===== src/rtl/seq_run_detector_if.sv =====
// Sample/detection bus between a sample source and seq_run_detector.
interface seq_run_detector_if #(
    parameter int unsigned DW = 4
);
    logic          in_valid;
    logic [1:0]    mode;
    logic [DW-1:0] data_in;
    logic          out_valid;
    logic [DW-1:0] data_out;
    logic [3:0]    run_cnt;
    logic [7:0]    hit_cnt;

    modport master (
        output in_valid, mode, data_in,
        input  out_valid, data_out, run_cnt, hit_cnt
    );

    modport slave (
        input  in_valid, mode, data_in,
        output out_valid, data_out, run_cnt, hit_cnt
    );
endinterface


===== src/rtl/seq_run_detector.sv =====
// Detects runs of RUN_LEN ascending/descending/equal samples on a valid-qualified stream.
// Build option: define SEQ_WRAP_EN for modulo-2^DW progression; otherwise carry/borrow breaks a run.
module seq_run_detector #(
    parameter int unsigned DW      = 4,
    parameter int unsigned RUN_LEN = 3,
    parameter int unsigned STEP    = 1
) (
    input logic               sysclk,
    input logic               rst,
    seq_run_detector_if.slave bus
);
    localparam int unsigned AW = DW + 1;

    typedef enum logic [1:0] {IDLE, PRIME, COUNT} state_t;

    state_t        state, state_nxt;
    logic [DW-1:0] ref_smp, ref_nxt;
    logic [3:0]    run_q, run_nxt;
    logic          ov_q, ov_nxt;
    logic [DW-1:0] dout_q, dout_nxt;
    logic [7:0]    hit_q, hit_nxt;
    logic [1:0]    mode_q;

    logic [AW-1:0] inc_sum, dec_sum;
    logic          inc_ok, dec_ok, match, run_last, mode_chg;

    assign inc_sum = {1'b0, ref_smp} + AW'(STEP);
    assign dec_sum = {1'b0, ref_smp} - AW'(STEP);

    // A set top bit marks carry/borrow; accepted only when wrapping is enabled.
`ifdef SEQ_WRAP_EN
    assign inc_ok = ({1'b0, bus.data_in} == inc_sum) || ({1'b1, bus.data_in} == inc_sum);
    assign dec_ok = ({1'b0, bus.data_in} == dec_sum) || ({1'b1, bus.data_in} == dec_sum);
`else
    assign inc_ok = ({1'b0, bus.data_in} == inc_sum);
    assign dec_ok = ({1'b0, bus.data_in} == dec_sum);
`endif

    always_comb begin
        match = 1'b0;
        case (bus.mode)
            2'd0:    match = inc_ok;
            2'd1:    match = dec_ok;
            2'd2:    match = (bus.data_in == ref_smp);
            default: match = 1'b0;
        endcase
    end

    assign run_last = (({1'b0, run_q} + 5'd1) == 5'(RUN_LEN));
    assign mode_chg = (bus.mode != mode_q);

    always_comb begin
        state_nxt = state;
        ref_nxt   = ref_smp;
        run_nxt   = run_q;
        ov_nxt    = 1'b0;
        dout_nxt  = '0;
        hit_nxt   = hit_q;
        case (state)
            IDLE: begin
                if (bus.mode != 2'd3) state_nxt = PRIME;
            end
            PRIME: begin
                if (mode_chg || bus.mode == 2'd3) begin
                    run_nxt   = 4'd0;
                    state_nxt = (bus.mode == 2'd3) ? IDLE : PRIME;
                end else if (bus.in_valid) begin
                    ref_nxt   = bus.data_in;
                    run_nxt   = 4'd1;
                    state_nxt = COUNT;
                end
            end
            COUNT: begin
                if (mode_chg || bus.mode == 2'd3) begin
                    run_nxt   = 4'd0;
                    state_nxt = (bus.mode == 2'd3) ? IDLE : PRIME;
                end else if (!bus.in_valid) begin
                    run_nxt   = 4'd0;
                    state_nxt = PRIME;
                end else begin
                    // Every accepted sample becomes the next reference, hit or miss.
                    ref_nxt = bus.data_in;
                    if (match && run_last) begin
                        ov_nxt   = 1'b1;
                        dout_nxt = bus.data_in;
                        run_nxt  = 4'd1;
                        hit_nxt  = (hit_q == 8'hFF) ? hit_q : hit_q + 8'd1;
                    end else if (match) begin
                        run_nxt = run_q + 4'd1;
                    end else begin
                        run_nxt = 4'd1;
                    end
                end
            end
            default: state_nxt = IDLE;
        endcase
    end

    always_ff @(posedge sysclk or posedge rst) begin
        if (rst) begin
            state   <= IDLE;
            ref_smp <= '0;
            run_q   <= 4'd0;
            ov_q    <= 1'b0;
            dout_q  <= '0;
            hit_q   <= 8'd0;
            mode_q  <= 2'd3;
        end else begin
            state   <= state_nxt;
            ref_smp <= ref_nxt;
            run_q   <= run_nxt;
            ov_q    <= ov_nxt;
            dout_q  <= dout_nxt;
            hit_q   <= hit_nxt;
            mode_q  <= bus.mode;
        end
    end

    assign bus.out_valid = ov_q;
    assign bus.data_out  = dout_q;
    assign bus.run_cnt   = run_q;
    assign bus.hit_cnt   = hit_q;
endmodule

===== src/flat_wrapper.sv =====
// flat-port wrapper written by rule: the top's interface ports become plain ports
module seq_run_detector_flat 
#(
    parameter int unsigned DW      = 4,
    parameter int unsigned RUN_LEN = 3,
    parameter int unsigned STEP    = 1
)
  (sysclk, rst, bus_in_valid, bus_mode, bus_data_in, bus_out_valid, bus_data_out, bus_run_cnt, bus_hit_cnt);
  seq_run_detector_if #(.DW(DW)) bus_i ();
  input logic sysclk;
  input logic rst;
  input wire logic [$bits(bus_i.in_valid)-1:0] bus_in_valid;
  input wire logic [$bits(bus_i.mode)-1:0] bus_mode;
  input wire logic [$bits(bus_i.data_in)-1:0] bus_data_in;
  output wire logic [$bits(bus_i.out_valid)-1:0] bus_out_valid;
  output wire logic [$bits(bus_i.data_out)-1:0] bus_data_out;
  output wire logic [$bits(bus_i.run_cnt)-1:0] bus_run_cnt;
  output wire logic [$bits(bus_i.hit_cnt)-1:0] bus_hit_cnt;
  assign bus_i.in_valid = bus_in_valid;
  assign bus_i.mode = bus_mode;
  assign bus_i.data_in = bus_data_in;
  assign bus_out_valid = bus_i.out_valid;
  assign bus_data_out = bus_i.data_out;
  assign bus_run_cnt = bus_i.run_cnt;
  assign bus_hit_cnt = bus_i.hit_cnt;
  seq_run_detector #(.DW(DW), .RUN_LEN(RUN_LEN), .STEP(STEP)) u_core (.sysclk(sysclk), .rst(rst), .bus(bus_i));
endmodule

===== config.mk =====
export PLATFORM = sky130hd
export DESIGN_NAME = seq_run_detector_flat
export DESIGN_NICKNAME = d
export VERILOG_FILES = /design/src/rtl/seq_run_detector_if.sv /design/src/rtl/seq_run_detector.sv /design/src/flat_wrapper.sv
export SDC_FILE = /design/constraint.sdc
export NUM_CORES = 1
export LEC_CHECK = 0
export ABC_CLOCK_PERIOD_IN_PS = 2400
export CORE_UTILIZATION = 45
export DETAILED_ROUTE_END_ITERATION = 8
export PLACE_DENSITY = 0.73
export SYNTH_ARGS = -nofsm -noshare
export SYNTH_HDL_FRONTEND = slang
export SYNTH_SLANG_ARGS = --single-unit

===== constraint.sdc =====
create_clock -name sysclk -period 2.4 [get_ports sysclk]
set_input_delay 0.48 -clock sysclk [delete_from_list [all_inputs] [get_ports sysclk]]
set_output_delay 0.48 -clock sysclk [all_outputs]
set_load 0.005 [all_outputs]

==> results of run 1 <==
cell families (layout without fill, tap and decap cells):
logic type	after synthesis	after routing	synth area share (%)
AND/OR/NAND/NOR	57	57	22.2
flip-flops	25	25	43.4
AO/OA/AOI/OAI	24	24	11.4
buffers and inverters	17	59	5.53
XOR/XNOR	14	14	8.46
adder cells (fa/ha/maj)	8	8	6.91
multiplexers	3	3	2.16
what timing repair did:
action	CTS	global route
buffers inserted	2	0
resized for setup	7	0
endpoints found under the setup margin	17	8
pin swaps	2	3
metal layers:
metal | wire length (um) | share of wire (%) | global-route usage, % | vias up
met4 | 41 | 1.3 | 13.3 | 0
met2 | 1540 | 49 | 33.1 | 22
li1 | - | - | - | 597
met5 | 0 | 0 | 0 | -
met3 | 109 | 3.4 | 2.86 | 6
met1 | 1480 | 47 | 26.8 | 576
synthesized netlist by cell type (all sizes together), types with 2 or more instances:
library cell	instances	area, um2
o41ai	3	26.3
buf	3	27.5
a21oi	5	25.0
dfstp	2	52.6
xnor2	11	96.3
and3	7	48.8
inv	14	52.6
mux2i	2	20.0
nor3	2	10.0
nor2	9	33.8
and2	2	12.5
o21ai	6	30.0
nand2b	5	38.8
nand3	5	25.0
xor2	3	26.3
nand4	5	31.3
dfrtp	23	576
ha	8	100
nand2	17	63.8
sequential cells by signal (all words and copies together), names as in the netlist:
name                  count
u_core.ref_smp            4
u_core.mode_q             2
u_core.bus.data_out       4
u_core.state              2
u_core.bus.hit_cnt        8
u_core.bus.run_cnt        4
u_core.bus.out_valid      1
where the power goes:
| part | internal, W | switching [W] | leakage, nW |
|---|---|---|---|
| Combinational | 0.000293 | 0.000296 | 0.551 |
| Sequential | 0.000475 | 0.0000733 | 0.333 |
| Clock | 0.0000649 | 0.000124 | 0.0150 |
per-stage QoR:
stage / utilization [%] / power [W] / TNS (ns)
2_1_floorplan: - / 0.000906 / -0.0540
3_3_place_gp: 60.6 / 0.00109 / -6.55
3_5_place_dp: 60.6 / 0.00113 / -7.59
4_1_cts: 62.5 / 0.00133 / 0
5_1_grt: 62.5 / 0.00142 / 0
6_report: 62.5 / 0.00133 / 0
final cells by class:
type	instances	area share [%]
Timing Repair Buffer	41	19.3
Inverter	14	2.75
Multi-Input combinational cell	106	40.8
Tap cell	44	2.88
Sequential cell	25	32.9
Clock buffer	4	1.38
path summary, 6_finish.rpt:
check / startpoint / to / slack [ns] / depth (start not counted)
worst max-delay path: bus_mode[1] / u_core.bus.hit_cnt[1] / 0.1 / 10
worst min-delay path: rst / u_core.bus.hit_cnt[7] / 0.49 / 3
worst max register to register: u_core.ref_smp[1] / u_core.bus.hit_cnt[1] / 0.18 / 8
worst min register to register: u_core.bus.hit_cnt[7] / u_core.bus.hit_cnt[7] / 0.52 / 1
max in group asynchronous: rst / u_core.mode_q[0] / 1.62 / 3
min in group sysclk: u_core.bus.hit_cnt[7] / u_core.bus.hit_cnt[7] / 0.52 / 1
worst max-delay path: cells and delay by family:
kind | cells | cell delay, ns
xor+xnor | 1 | 0.12
buf+inv | 1 | 0.25
simple gates | 5 | 0.99
fa+ha+maj | 1 | 0.20
mux | 1 | 0.30
compound gates | 1 | 0.17
==> results.txt, run 1 <==
peak supply drop: 0.382 mV
Slew @ Worst Pin: 0.321 ns
GR Overflow Total: 0
Post-Syn Area: 1450 um2
via/cell ratio: 5.13
Max Buffers Root-to-Sink: 2
hold_buf cts: 0
via count: 1201
HP Class: in2async
die height: 58.7 um
Max Freq: 0.434 GHz
initial DRC count: 29
crit start category: input port
footprint of the multi-input gates: 779 um2
placed inst area: 1850 um2
final worst-path cycle share: 96.0%
final worst setup slack: 0.0958 ns
Final Skew: 0.00865 ns
initial antenna violation count: 0
highest-delay cell along the critical path: or4b_4
largest net degree at the start of global routing: 26
total wire length: 3170 um
max-slew violations: 0
Worst-Skew Late Latency: 0.32 ns
Critical Path RT: 2.61 ns
Die X: 58.7 um
CP Class: in2reg
crit path DAT: 2.51 ns
Worst Setup End Kind: register
num ports: 26
ANT nets after route: 0
ys async rst share: 100%
vias in the first global route: 1259
Place WS: -0.569 ns
status: finished, final reports clean
Fillers: 274
Post-synth EDFFs: 0
Avg Synthesized Cell Area: 9.79 um2
Hold WS: 0.492 ns
final setup fails: 0
Fin. Hold Viols: 0
Syn-to-layout area delta: 31.8%
min Tclk post-route: 2.30 ns
Final Instance Area: 1910 um2
Max Cap Viol: 0
CTS clk-pin slew, worst paths: 0.14 ns
CTS H-Tree Depth: 1
FF+latch count, synth: 25
commonest cells after routing, fill and taps aside: 23 x clkdlybuf4s50_1, 23 x dfrtp_1, 17 x nand2_1, 16 x buf_4, 14 x inv_1
CP Max Fanout: 8
Cell Count, Final, Fillers Out: 234
Root Buffer Master: clkbuf_4
Total GRT Usage: 20.9%
core area: 3050 um2
Synth Warn #: 0
max incr delay on CP: 0.46 ns
WL per Instance: 13.5 um
Worst slew margin: 78.6%
Sink Count: 25
Final HPWL DP: 2350 um
first-pass GRT wire length: 5440 um
gpl congestion: 0.838
power per cell area: 694 nW/um2
DP Cell Count: 228
critical path, cell by cell: dlygate4sd2_1 > nand2b_4 > xnor2_1 > ha_2 > nor2_1 > or4b_4 > o211ai_1 > nor4_4 > and3_4 > mux2_4
post-synthesis sequential area ratio: 43.4%
RSZ-0062 raised after global routing: no
Num CTS Buffers: 3
TritonCTS clock tree: yes
Static Leak: 0.898 nW
Antenna diodes: 0
Syn Nets: 165
register area: 628 um2
nets@finish: 208
Syn Inst Count: 148
die area: 3450 um2
starting density of the core: 47.5%
Netlist cell types: 39
drt drc: 0
first-pass iteration count of the detailed router: 4
port buffer count: 25
share of layout cells above drive strength 1: 17.4%
num rows: 20
top_reg_cell synth: dfrtp_1
Power figures use the tool's default switching activity.
==> inputs of run 2 (changes only) <==
Settings changed: SKIP_CTS_REPAIR_TIMING set to 1.
==> run 2 against run 1 <==
  * Non-clock buffer count grew 1
  * Power grew 1.6%
  * Register-to-register slack lost 0.05 ns
==> results.txt, run 2 (same netlist as run 1, synthesis figures left out) <==
status: finished, final reports clean
CP Class: in2reg
Final Skew: 0.0104 ns
CTS H-Tree Depth: 1
Static Leak: 0.923 nW
crit path DAT: 2.49 ns
ANT nets after route: 0
gpl congestion: 0.838
Root Buffer Master: clkbuf_4
Layout Utilization: 63.2%
CP Max Fanout: 8
TritonCTS clock tree: yes
HP Class: in2reg
first-pass iteration count of the detailed router: 4
Worst slew margin: 78.2%
initial DRC count: 49
Syn-to-layout area delta: 33.1%
die area: 3450 um2
vias in the first global route: 1227
min Tclk post-route: 2.28 ns
placed inst area: 1850 um2
Max Freq: 0.439 GHz
GR Overflow Total: 0
Power Total: 0.00135 W
nets@finish: 209
Worst Setup End Kind: register
Num CTS Buffers: 3
drt drc: 0
total wire length: 3190 um
Final HPWL DP: 2350 um
via count: 1210
num ports: 26
crit start category: input port
final worst-path cycle share: 94.9%
Fillers: 276
final setup fails: 0
power per cell area: 699 nW/um2
commonest cells after routing, fill and taps aside: 23 x clkdlybuf4s50_1, 23 x dfrtp_1, 17 x nand2_1, 17 x buf_4, 14 x inv_1
core area: 3050 um2
initial antenna violation count: 0
via/cell ratio: 5.15
Critical Path RT: 2.61 ns
num rows: 20
largest net degree at the start of global routing: 26
Fin. Hold Viols: 0
share of layout cells above drive strength 1: 18.3%
Max Buffers Root-to-Sink: 2
CP bufs+invs: 1
Total GRT Usage: 20.5%
Slew @ Worst Pin: 0.327 ns
CTS clk-pin slew, worst paths: 0.14 ns
max reg flops: 8
first-pass GRT wire length: 5350 um
Antenna diodes: 0
Die X: 58.7 um
Sink Count: 25
Max Cap Viol: 0
WL per Instance: 13.6 um
port buffer count: 25
Final Instance Area: 1930 um2
highest-delay cell along the critical path: mux2_2
max incr delay on CP: 0.34 ns
max-slew violations: 0
die height: 58.7 um
starting density of the core: 47.5%
Worst-Skew Late Latency: 0.32 ns
critical path, cell by cell: dlymetal6s2s_1 > nand2b_4 > xnor2_1 > ha_2 > nor2_1 > or4b_4 > o211ai_1 > nor4_4 > and3_4 > mux2_2
crit-path leading delay family: simple AND/OR/NAND/NOR gates
peak supply drop: 0.371 mV
run 2: cell count changes in the layout (fill, tap and decap cells not counted), sizes merged:
cell and delta:
buf +1, dlymetal6s2s +2, dlygate4sd2 -2
run 2: layer usage:
metal  vias to the layer above  share of wire (%)  wire length [um]  track usage, %
met5                         -                  0                 0               0
met4                         0                1.1                34            11.6
met3                         4                2.9                94            2.42
met2                        22                 49              1560            33.1
met1                       585                 47              1500            26.6
li1                        599                  -                 -               -
run 2: report_power, final:
part	switching, W	internal (W)
Sequential	0.0000726	0.000475
Combinational	0.000307	0.000303
Clock	0.000124	0.0000649
Total	0.000504	0.000843
run 2: area by class of cell:
class / instances / area (um2) / share of cell area (%)
repair buffers: 42 / 383 / 19.9
flip-flops and latches: 25 / 628 / 32.6
clock buffers: 4 / 26.3 / 1.36
multi-input cells: 106 / 783 / 40.6
inverters: 14 / 52.6 / 2.73
well taps: 44 / 55.1 / 2.86
run 2: final timing paths:
path / startpoint / to / slack, ns / cells after the start
max reg2reg: u_core.ref_smp[1] / u_core.bus.hit_cnt[1] / 0.13 / 8
min: bus_mode[1] / u_core.mode_q[1] / 0.46 / 2
min reg2reg: u_core.bus.hit_cnt[7] / u_core.bus.hit_cnt[7] / 0.52 / 1
min in group asynchronous: rst / u_core.bus.hit_cnt[7] / 0.49 / 3
max: bus_mode[1] / u_core.bus.hit_cnt[1] / 0.12 / 10
max in group asynchronous: rst / u_core.mode_q[0] / 1.62 / 3
run 2: metrics by stage:
| step | setup slack [ns] | cells | hold slack, ns | setup TNS (ns) |
|---|---|---|---|---|
| detailed placement | -0.569 | 228 | 0.486 | -7.59 |
| floorplan | -0.0540 | 148 | 0.482 | -0.0540 |
| finish | 0.123 | 235 | 0.464 | 0 |
| global placement | -0.495 | 228 | 0.485 | -6.55 |
| global route | -0.0208 | 235 | 0.461 | -0.0208 |
| CTS | -0.239 | 232 | 0.494 | -1.93 |
==> inputs of run 3 (changes only) <==
Settings changed: ABC_CLOCK_PERIOD_IN_PS 2400 to not set, SETUP_SLACK_MARGIN set to 0.02.
==> run 3 against run 2 <==
  * Clock power about the same
  * Largest cell class unchanged
  * Sequential share of layout area down 0.063 points
  * Die area unchanged
  * Sequential power about the same
==> results.txt, run 3 (same netlist as run 1, synthesis figures left out) <==
Critical Path RT: 2.61 ns
Hold Path End: u_core.mode_q[1]
FF-to-FF End: u_core.bus.run_cnt[2]
gpl congestion: 0.838
Antenna diodes: 0
num ports: 26
Clock Power Share: 14.1%
crit path DAT: 2.46 ns
Fin. Hold Viols: 0
ANT nets after route: 0
crit start category: input port
share of layout cells above drive strength 1: 18.3%
Setup TNS: 0 ns
vias in the first global route: 1227
CTS H-Tree Depth: 1
Worst-Skew Late Latency: 0.32 ns
GR Overflow Total: 0
largest net degree at the start of global routing: 26
first-pass GRT wire length: 5350 um
r2r setup slk: 0.16 ns
CTS clk-pin slew, worst paths: 0.14 ns
Final HPWL DP: 2350 um
Cell Count, Final, Fillers Out: 235
die height: 58.7 um
max-slew violations: 0
hold_sp: bus_mode[1]
Final Instance Area: 1930 um2
Comb pwr share: 45.2%
starting density of the core: 47.5%
status: finished, final reports clean
Slew @ Worst Pin: 0.326 ns
drt drc: 0
placed inst area: 1850 um2
final worst setup slack: 0.156 ns
Sink Count: 25
Total GRT Usage: 20.5%
sequential power share: 40.6%
Int Pwr: 0.000843 W
Num CTS Buffers: 3
R2R depth: 10
port buffer count: 25
worst reg2reg path startpoint: u_core.ref_smp[1]
Worst Setup End Kind: register
Die X: 58.7 um
CP Max Fanout: 8
via count: 1215
WL per Instance: 13.7 um
peak supply drop: 0.372 mV
Psw: 0.000504 W
Hold Crit Depth: 2
die area: 3450 um2
Worst slew margin: 78.3%
first-pass iteration count of the detailed router: 4
total wire length: 3220 um
Layout Utilization: 63.3%
min Tclk post-route: 2.24 ns
power per cell area: 697 nW/um2
num rows: 20
CP Class: in2reg
TritonCTS clock tree: yes
Max Cap Viol: 0
via/cell ratio: 5.17
final setup fails: 0
HP Class: in2reg
Root Buffer Master: clkbuf_4
Syn-to-layout area delta: 33.3%
Max Freq: 0.446 GHz
Place WS: -0.569 ns
final worst-path cycle share: 93.5%
Static Leak: 0.924 nW
DP Cell Count: 228
initial DRC count: 49
initial antenna violation count: 0
max reg flops: 8
Switching Fraction: 37.4%
Final Skew: 0.00972 ns
Fillers: 275
core area: 3050 um2
nets@finish: 209
commonest cells after routing, fill and taps aside: 23 x clkdlybuf4s50_1, 23 x dfrtp_1, 17 x nand2_1, 17 x buf_4, 14 x inv_1
Max Buffers Root-to-Sink: 2
==> run 3: routing by layer <==
metal,up-vias,global-route usage (%),wire length (um)
met5,-,0,0
met4,0,11.6,34
met3,4,2.42,102
met2,26,33.1,1570
met1,587,26.6,1510
li1,598,-,-
==> run 3: per-stage QoR <==
step | power [W] | hold WS [ns]
global route | 0.00144 | 0.461
floorplan | 0.000906 | 0.482
finish | 0.00135 | 0.464
CTS | 0.00132 | 0.494
detailed placement | 0.00113 | 0.486
global placement | 0.00109 | 0.485
==> run 3: critical path, stage by stage <==
cell            delay, ns
dlymetal6s2s_1       0.13
nand2b_4             0.15
xnor2_1              0.16
ha_2                 0.24
nor2_1               0.06
or4b_4               0.20
o211ai_1             0.13
nor4_4               0.32
and3_4               0.28
mux2_4               0.30
==> run 3: final cells by class <==
cell class / count / area (um2) / area share (%)
clock buffers: 4 / 26.3 / 1.36
multi-input cells: 106 / 787 / 40.7
inverters: 14 / 52.6 / 2.72
repair buffers: 42 / 383 / 19.8
well taps: 44 / 55.1 / 2.85
flip-flops and latches: 25 / 628 / 32.5
==> run 3: worst max path at each step <==
| stage | start | end | slack, ns |
|---|---|---|---|
| after detailed placement | bus_mode[0] | u_core.bus.hit_cnt[1] | -0.57 |
| after CTS | bus_mode[0] | u_core.bus.hit_cnt[1] | -0.24 |
| final | bus_mode[1] | u_core.bus.hit_cnt[1] | 0.16 |
| after global routing | u_core.ref_smp[1] | u_core.bus.hit_cnt[6] | -0.003 |
| after floorplan | bus_mode[0] | u_core.bus.hit_cnt[1] | -0.05 |
| after global placement | bus_mode[0] | u_core.bus.hit_cnt[1] | -0.50 |
==> run 3: power groups by stage <==
| stage | Sequential [W] | Combinational [W] | Clock [W] |
|---|---|---|---|
| floorplan | 0.000546 | 0.000359 | 0 |
| detailed placement | 0.000553 | 0.000580 | 0 |
| global placement | 0.000549 | 0.000543 | 0 |
| global route | 0.000554 | 0.000669 | 0.000213 |
| CTS | 0.000545 | 0.000583 | 0.000195 |
| finish | 0.000548 | 0.000609 | 0.000190 |
